`config.mk`:
```
export PLATFORM = sky130hd
export DESIGN_NAME = uart_hex_parser
export DESIGN_NICKNAME = d
export VERILOG_FILES = /design/src/rtl/uart_pkg.sv /design/src/rtl/ascii_hex_decode.sv /design/src/rtl/uart_hex_parser.sv
export SDC_FILE = /design/constraint.sdc
export NUM_CORES = 1
export LEC_CHECK = 0
export BUFFER_PORTS_ARGS = -buffer_cell sky130_fd_sc_hd__buf_2
export CORE_MARGIN = 1.5
export CORE_UTILIZATION = 28
export CTS_CLUSTER_SIZE = 8
export DETAILED_ROUTE_END_ITERATION = 7
export HOLD_SLACK_MARGIN = 0.06
export SLEW_MARGIN = 40
export SYNTH_ARGS = -nofsm -noshare
export SYNTH_HDL_FRONTEND = slang
export SYNTH_SLANG_ARGS = --single-unit
```
`constraint.sdc`:
```
create_clock -name clk -period 2.44 [get_ports clk]
set_input_delay 0.488 -clock clk [delete_from_list [all_inputs] [get_ports clk]]
set_output_delay 0.488 -clock clk [all_outputs]
set_load 0.02 [all_outputs]
```
`src/rtl/uart_pkg.sv`:
```
// Shared definitions for the UART byte-stream front end: ASCII codes,
// parser states and the per-byte character classification.
package uart_pkg;

  localparam logic [7:0] ASCII_CR = 8'h0D;
  localparam logic [7:0] ASCII_LF = 8'h0A;
  localparam logic [7:0] ASCII_SP = 8'h20;

  typedef enum logic [1:0] {
    ST_IDLE    = 2'd0,
    ST_ACCUM   = 2'd1,
    ST_DISCARD = 2'd2
  } parser_state_t;

  typedef struct packed {
    logic       is_hex;
    logic       is_term;
    logic       is_space;
    logic [3:0] nibble;
  } char_class_t;

endpackage

```
`src/rtl/ascii_hex_decode.sv`:
```
// Combinational classifier: maps one received byte to hex/terminator/space
// flags plus the hex nibble value (case-insensitive).
module ascii_hex_decode
  import uart_pkg::*;
(
  input  logic [7:0]  rx_data,
  output char_class_t cls
);

  always_comb begin
    cls = '0;
    if (rx_data >= 8'h30 && rx_data <= 8'h39) begin
      cls.is_hex = 1'b1;
      cls.nibble = rx_data[3:0];
    end else if ((rx_data >= 8'h41 && rx_data <= 8'h46) ||
                 (rx_data >= 8'h61 && rx_data <= 8'h66)) begin
      // 'A'/'a' have low nibble 1, so +9 lands on 0xA
      cls.is_hex = 1'b1;
      cls.nibble = rx_data[3:0] + 4'd9;
    end
    cls.is_term  = (rx_data == ASCII_CR) || (rx_data == ASCII_LF);
    cls.is_space = (rx_data == ASCII_SP);
  end

endmodule

```
`src/rtl/uart_hex_parser.sv`:
```
// Assembles ASCII hex digits from the UART receiver into a word, emitted on
// CR/LF; malformed lines are dropped and flagged. Never stalls the receiver.
module uart_hex_parser
  import uart_pkg::*;
#(
  parameter  int MAX_DIGITS = 4,
  localparam int W          = 4 * MAX_DIGITS,
  localparam int CW         = $clog2(MAX_DIGITS + 1)
) (
  input  logic          clk,
  input  logic          rst,
  input  logic          rx_valid,
  input  logic [7:0]    rx_data,
  output logic [W-1:0]  value,
  output logic [CW-1:0] value_digits,
  output logic          value_valid,
  output logic          parse_err
);

  localparam logic [CW-1:0] MAX_CNT = CW'(MAX_DIGITS);

  parser_state_t state_reg;
  logic [W-1:0]  acc_reg;
  logic [CW-1:0] cnt_reg;
  char_class_t   cls;
  logic [W-1:0]  acc_shift;

  ascii_hex_decode u_decode (
    .rx_data (rx_data),
    .cls     (cls)
  );

  // A single-digit configuration has nothing to shift out of the way.
  generate
    if (W > 4) begin : g_shift
      assign acc_shift = {acc_reg[W-5:0], cls.nibble};
    end else begin : g_no_shift
      assign acc_shift = cls.nibble;
    end
  endgenerate

  always_ff @(posedge clk or posedge rst) begin
    if (rst) begin
      state_reg    <= ST_IDLE;
      acc_reg      <= '0;
      cnt_reg      <= '0;
      value        <= '0;
      value_digits <= '0;
      value_valid  <= 1'b0;
      parse_err    <= 1'b0;
    end else begin
      value_valid <= 1'b0;
      parse_err   <= 1'b0;
      if (rx_valid) begin
        case (state_reg)
          ST_IDLE: begin
            if (cls.is_hex) begin
              acc_reg   <= W'(cls.nibble);
              cnt_reg   <= CW'(1);
              state_reg <= ST_ACCUM;
            end else if (!cls.is_term && !cls.is_space) begin
              state_reg <= ST_DISCARD;
            end
          end
          ST_ACCUM: begin
            if (cls.is_hex) begin
              if (cnt_reg == MAX_CNT) begin
                state_reg <= ST_DISCARD;
              end else begin
                acc_reg <= acc_shift;
                cnt_reg <= cnt_reg + CW'(1);
              end
            end else if (cls.is_term) begin
              value        <= acc_reg;
              value_digits <= cnt_reg;
              value_valid  <= 1'b1;
              acc_reg      <= '0;
              cnt_reg      <= '0;
              state_reg    <= ST_IDLE;
            end else begin
              state_reg <= ST_DISCARD;
            end
          end
          ST_DISCARD: begin
            if (cls.is_term) begin
              parse_err <= 1'b1;
              acc_reg   <= '0;
              cnt_reg   <= '0;
              state_reg <= ST_IDLE;
            end
          end
          default: begin
            acc_reg   <= '0;
            cnt_reg   <= '0;
            state_reg <= ST_IDLE;
          end
        endcase
      end
    end
  end

endmodule

```
## Word-level counts from Yosys, hierarchy flattened

Index checks and enable logic that the tools add are counted.

- Bits in registers: 42
- Output and inout bits: 21
- Word-level logic and storage cells: 66

- Add/subtract/negate cells: 2
- Order comparisons: 6
- Equality and inequality tests: 11
- Muxes and demuxes: 27
- Bitwise operators: 1
- Reductions and logical operators: 12

Operators by type and width:

| kind | count |
|---|---|
| $mux 16 | 4 |
| $pmux 16 s3 | 1 |
| $eq 8x4->1 const B | 2 |
| $ge 8x7->1 const B | 2 |
| $le 8x7->1 const B | 2 |
| $mux 2 | 6 |
| $mux 3 | 4 |
| $ne 3x3->1 const B | 3 |
| $pmux 3 s3 | 1 |
| $eq 8x6->1 const B | 1 |
| $ge 8x6->1 const B | 1 |
| $le 8x6->1 const B | 1 |
| $mux 1 | 8 |
| $mux 4 | 2 |
| $reduce_and 4->1 | 2 |
| $pmux 2 s3 | 1 |
| $add 4x4->4 const B | 1 |
| $logic_and 1x1->1 | 4 |
| $ne 2x2->1 const B | 2 |
| $add 3x1->3 const B | 1 |
| $eq 3x3->1 const B | 1 |
| $reduce_and 3->1 | 1 |
| $eq 2x1->1 const B | 1 |
| $eq 2x2->1 const B | 1 |
| other kinds (4) | 6 |

## Logic depth before layout (Yosys ltp)

- Depth in word-level cells: 8
- Gate-level depth with buffers: 10
- Mapped depth without buffers: 8

## Cells and area by module

A second synthesis with hierarchy kept.

- Cell total of the unflattened synthesis: 154
- Area total of the unflattened synthesis: 2,018.2 µm²

Modules (own cells, without submodules):

| module | instances | cells an instance | area an instance (µm²) | seq. area each (µm²) |
|---|---|---|---|---|
| uart_hex_parser | 1 | 122 | 1,770.4 | 1,051.0 |
| ascii_hex_decode | 1 | 32 | 247.7 | 0.0 |

## Least setup slack after synthesis

OpenSTA, ideal clock, no wires.

- Path type: input port to flip-flop
- From: input rx_data[1]
- To: register cnt_reg[1]
- Library setup time: 0.123 ns
- Arrival: 2.029 ns
- Slack: 0.288 ns
- Stages on the path: 9
- Buffers on the path: 1
- Path through: inv_1 -> ha_1 -> o21bai_1 -> a2111o_1 -> buf_6 -> nand2_2 -> mux2_1 -> a22oi_1 -> o2bb2ai_1

- Longest elaborated chain between the ends: 7
- Elaborated cells between the ends (all ways): 21
- Classes of those cells: 6 x order compare; 4 x eq/ne; 5 x mux; 6 x reduce/logical

RTL lines:

| element | line | RTL |
|---|---|---|
| from (decl) | uart_hex_parser.sv:13 | `input logic [7:0] rx_data,` |
| $ge 8x7->1, or another cell as far along | ascii_hex_decode.sv:15 | `end else if ((rx_data >= 8'h41 && rx_data <= 8'h46) \|\|` |
| $logic_and 1x1->1, on equally long branches | ascii_hex_decode.sv:15, ascii_hex_decode.sv:16 |  |
| $logic_or 1x1->1 | ascii_hex_decode.sv:15 |  |
| $mux 1 | ascii_hex_decode.sv:15 |  |
| $mux 1 | ascii_hex_decode.sv:12 | `if (rx_data >= 8'h30 && rx_data <= 8'h39) begin` |
| $ne 3x3->1 (no source line), or another cell as far along | -- |  |
| $reduce_and 3->1 (no source line) / $pmux 3 s3 (equally long branches) | -- |  |
| to (signal assigned) | uart_hex_parser.sv:71 | `cnt_reg <= cnt_reg + CW'(1);` |
| to (decl) | uart_hex_parser.sv:24 | `logic [CW-1:0] cnt_reg;` |

Parallel ways exist; a longest one is shown, timed or not.
A chain may end at the register's enable or synchronous reset.

## Worst setup path in the final report

Ends and elaborated chain as after synthesis.

==> results.toml <==
[run_status]
outcome = "finished clean"

[yosys]
syn_inst = 165
synth_area_um2 = 2001
yosysWarnings = 0
synth_edf_count = 0
yosysUniqueCellTypes = 45
synth_fp_nets = 182
synth_flop_cell = "dfrtp_1"
yosysTopAreaCell = "dfrtp_1"
synthTopCellsByArea = "dfrtp_1 (53%), mux2_2 (11%), a22o_1 (4.8%)"
async_flop_share_pct = 100.0
synth_top_cell_area_share_pct = 52.53
ys_seq_area_share_pct = 52.53
syn-mean-instance-area_um2 = 12.13
ys_ff_latch = 42

[drt]
wl_um = 3708
avgRoutedWirePerCell_um = 12.36
via_per_inst = 4.563
drc = 0
drt-met1-wl_um = 1884
ant_nets = 0
routed.top_layer = "met4"
dr_wl_met3_um = 130
vias = 1369
dr_wl_met2_um = 1616
drt_iter0_markers = 28
dr.pass1.iters = 4

[die]
ios = 32
die_h_um = 87.53
std_cell_rows = 30
die_w_um = 87.53
fp.coreArea_um2 = 6869
die-area_um2 = 7662
initial_core_util_pct = 29.13

[grt]
grt_max_degree = 43
antenna_found_initial = 0
grtUsageTotal_pct = 10.76
grt_first_pass_wirelength_um = 6354
overflow = 0
grt_pass1_vias = 1332

[power]
ir_worst_vdd_v = 0.0002178
p_per_area_nw_per_um2 = 552.7
leakage_nw = 1.160

[clock_tree]
clkTransAtPathRegs_ns = 0.07
ctsHoldBuffers = 0
cts_resized = 0
clockBufferDepth = 2
cts_sinks = 42
cts_tree = "built"
cts_root_buffer = "clkbuf_8"
insertion_delay_ns = 0.29
post_cts_buffers = 0
cts_inserted_buffers = 5
htreeDepth = 2

[placement]
place_area_um2 = 2305
place_inst = 292
port_buffers = 31
dp_hpwl_um = 2697
routabilityCongestion = 0.8603

[timing]
period_needed_ns = 2.134
worst_clock_skew_ns = 0.006137
fin_crit_sh_pct = 87.46
tightestPinTransition_ns = 0.5211
setup_viol = 0
fin_setup_tns_ns = 0
slew_violations = 0
fin_hold_ws_ns = 0.3199
grt_setup_unrepaired = "no"
slew_headroom_pct = 65.26
fmax_ghz = 0.4686
finalHoldViolCount = 0

[hold_path]
hold_path.class = "in2async"

[final_layout]
layout_commonest_cell = "dfrtp_1"
nets = 220
diodes = 0
final_cells = 300
syn2layout_area_growth_pct = 20.70
drive_gt1_share_pct = 35.78
fillCellCount = 712
fin_area_um2 = 2415
layout_common_cells = "dfrtp_1 (42), buf_2 (31), mux2_2 (20)"

[run]
maxCapViolations = 0

[critical_path]
cp-end-kind = "register"
worst_setup_path_start_kind = "input port"
worstPathMaxFanout = 8
arrival_ns = 2.31
crit_type = "in2reg"
required_ns = 2.61
[worst max-delay path, cell delays in order]
cell and delay, ns:
buf_2 0.12, inv_1 0.09, ha_1 0.22, o21bai_1 0.08, a2111o_1 0.57, nand2_2 0.18, mux2_1 0.33, a22oi_1 0.14
o2bb2ai_1 0.08
[through the flow]
step	worst slack, ns	power (mW)	utilization (%)
after global placement	0.04182	0.8175	33.55
after detailed placement	-0.01186	0.8185	33.55
after floorplan	0.2884	0.7845	-
final	0.3059	1.335	35.15
after global routing	0.1961	1.393	35.15
after CTS	0.2993	1.354	35.15
[cell type report]
| type | count | area, µm² | share of cell area [%] |
|---|---|---|---|
| flip-flops and latches | 42 | 1051 | 43.52 |
| clock inverters | 2 | 37.54 | 1.554 |
| repair buffers | 38 | 232.7 | 9.637 |
| well taps | 96 | 120.1 | 4.974 |
| multi-input cells | 107 | 867.1 | 35.91 |
| clock buffers | 6 | 72.57 | 3.005 |
| inverters | 9 | 33.78 | 1.399 |
[worst paths after layout]
| path | cells past startpoint | start | slack [ns] | endpoint |
|---|---|---|---|---|
| min in group clk | 2 | rx_valid | 0.50 | state_reg[1]$_DFFE_PP0P_ |
| worst min-delay path | 3 | rst | 0.32 | value_valid$_DFF_PP0_ |
| worst min register to register | 1 | value[12]$_DFFE_PP0P_ | 0.50 | value[12]$_DFFE_PP0P_ |
| max in group asynchronous | 3 | rst | 1.77 | acc_reg[8]$_DFFE_PP0P_ |
| worst max-delay path | 9 | rx_data[1] | 0.31 | cnt_reg[1]$_DFFE_PP0P_ |
| worst max register to register | 6 | state_reg[0]$_DFFE_PP0P_ | 0.45 | value_digits[1]$_DFFE_PP0P_ |
[power by group]
group / switching [mW] / total, mW / leakage (nW) / internal [mW]
combinational: 0.0558 / 0.0893 / 0.527 / 0.0334
clock: 0.226 / 0.531 / 0.0514 / 0.305
sequential: 0.0101 / 0.714 / 0.581 / 0.704
[layer usage]
layer	global-route usage [%]	up-vias
met2	15.52	33
li1	-	674
met4	5.628	0
met1	15.32	655
met5	0	-
met3	1.979	7
[Yosys cell counts, types with 2 or more instances]
library cell	instances
dfrtp_1	42
mux2_2	20
nand2_1	13
a22o_1	11
inv_1	8
ha_1	6
a21oi_1	5
nand3_1	5
nor2_1	5
o21ai_1	5
buf_2	3
o21ai_0	3
a22oi_1	2
buf_6	2
nand4_1	2
nor4_1	2
o2bb2ai_1	2
xnor2_1	2
[logic make-up after synthesis]
| group | Yosys count | share of synthesized area, % |
|---|---|---|
| mux | 22 | 12.32 |
| fa+ha+maj | 6 | 3.752 |
| xor+xnor | 3 | 1.314 |
| compound gates | 42 | 16.64 |
| simple gates | 34 | 9.318 |
| flops | 42 | 52.53 |
| buf+inv | 16 | 4.127 |
Power figures use the tool's default switching activity.
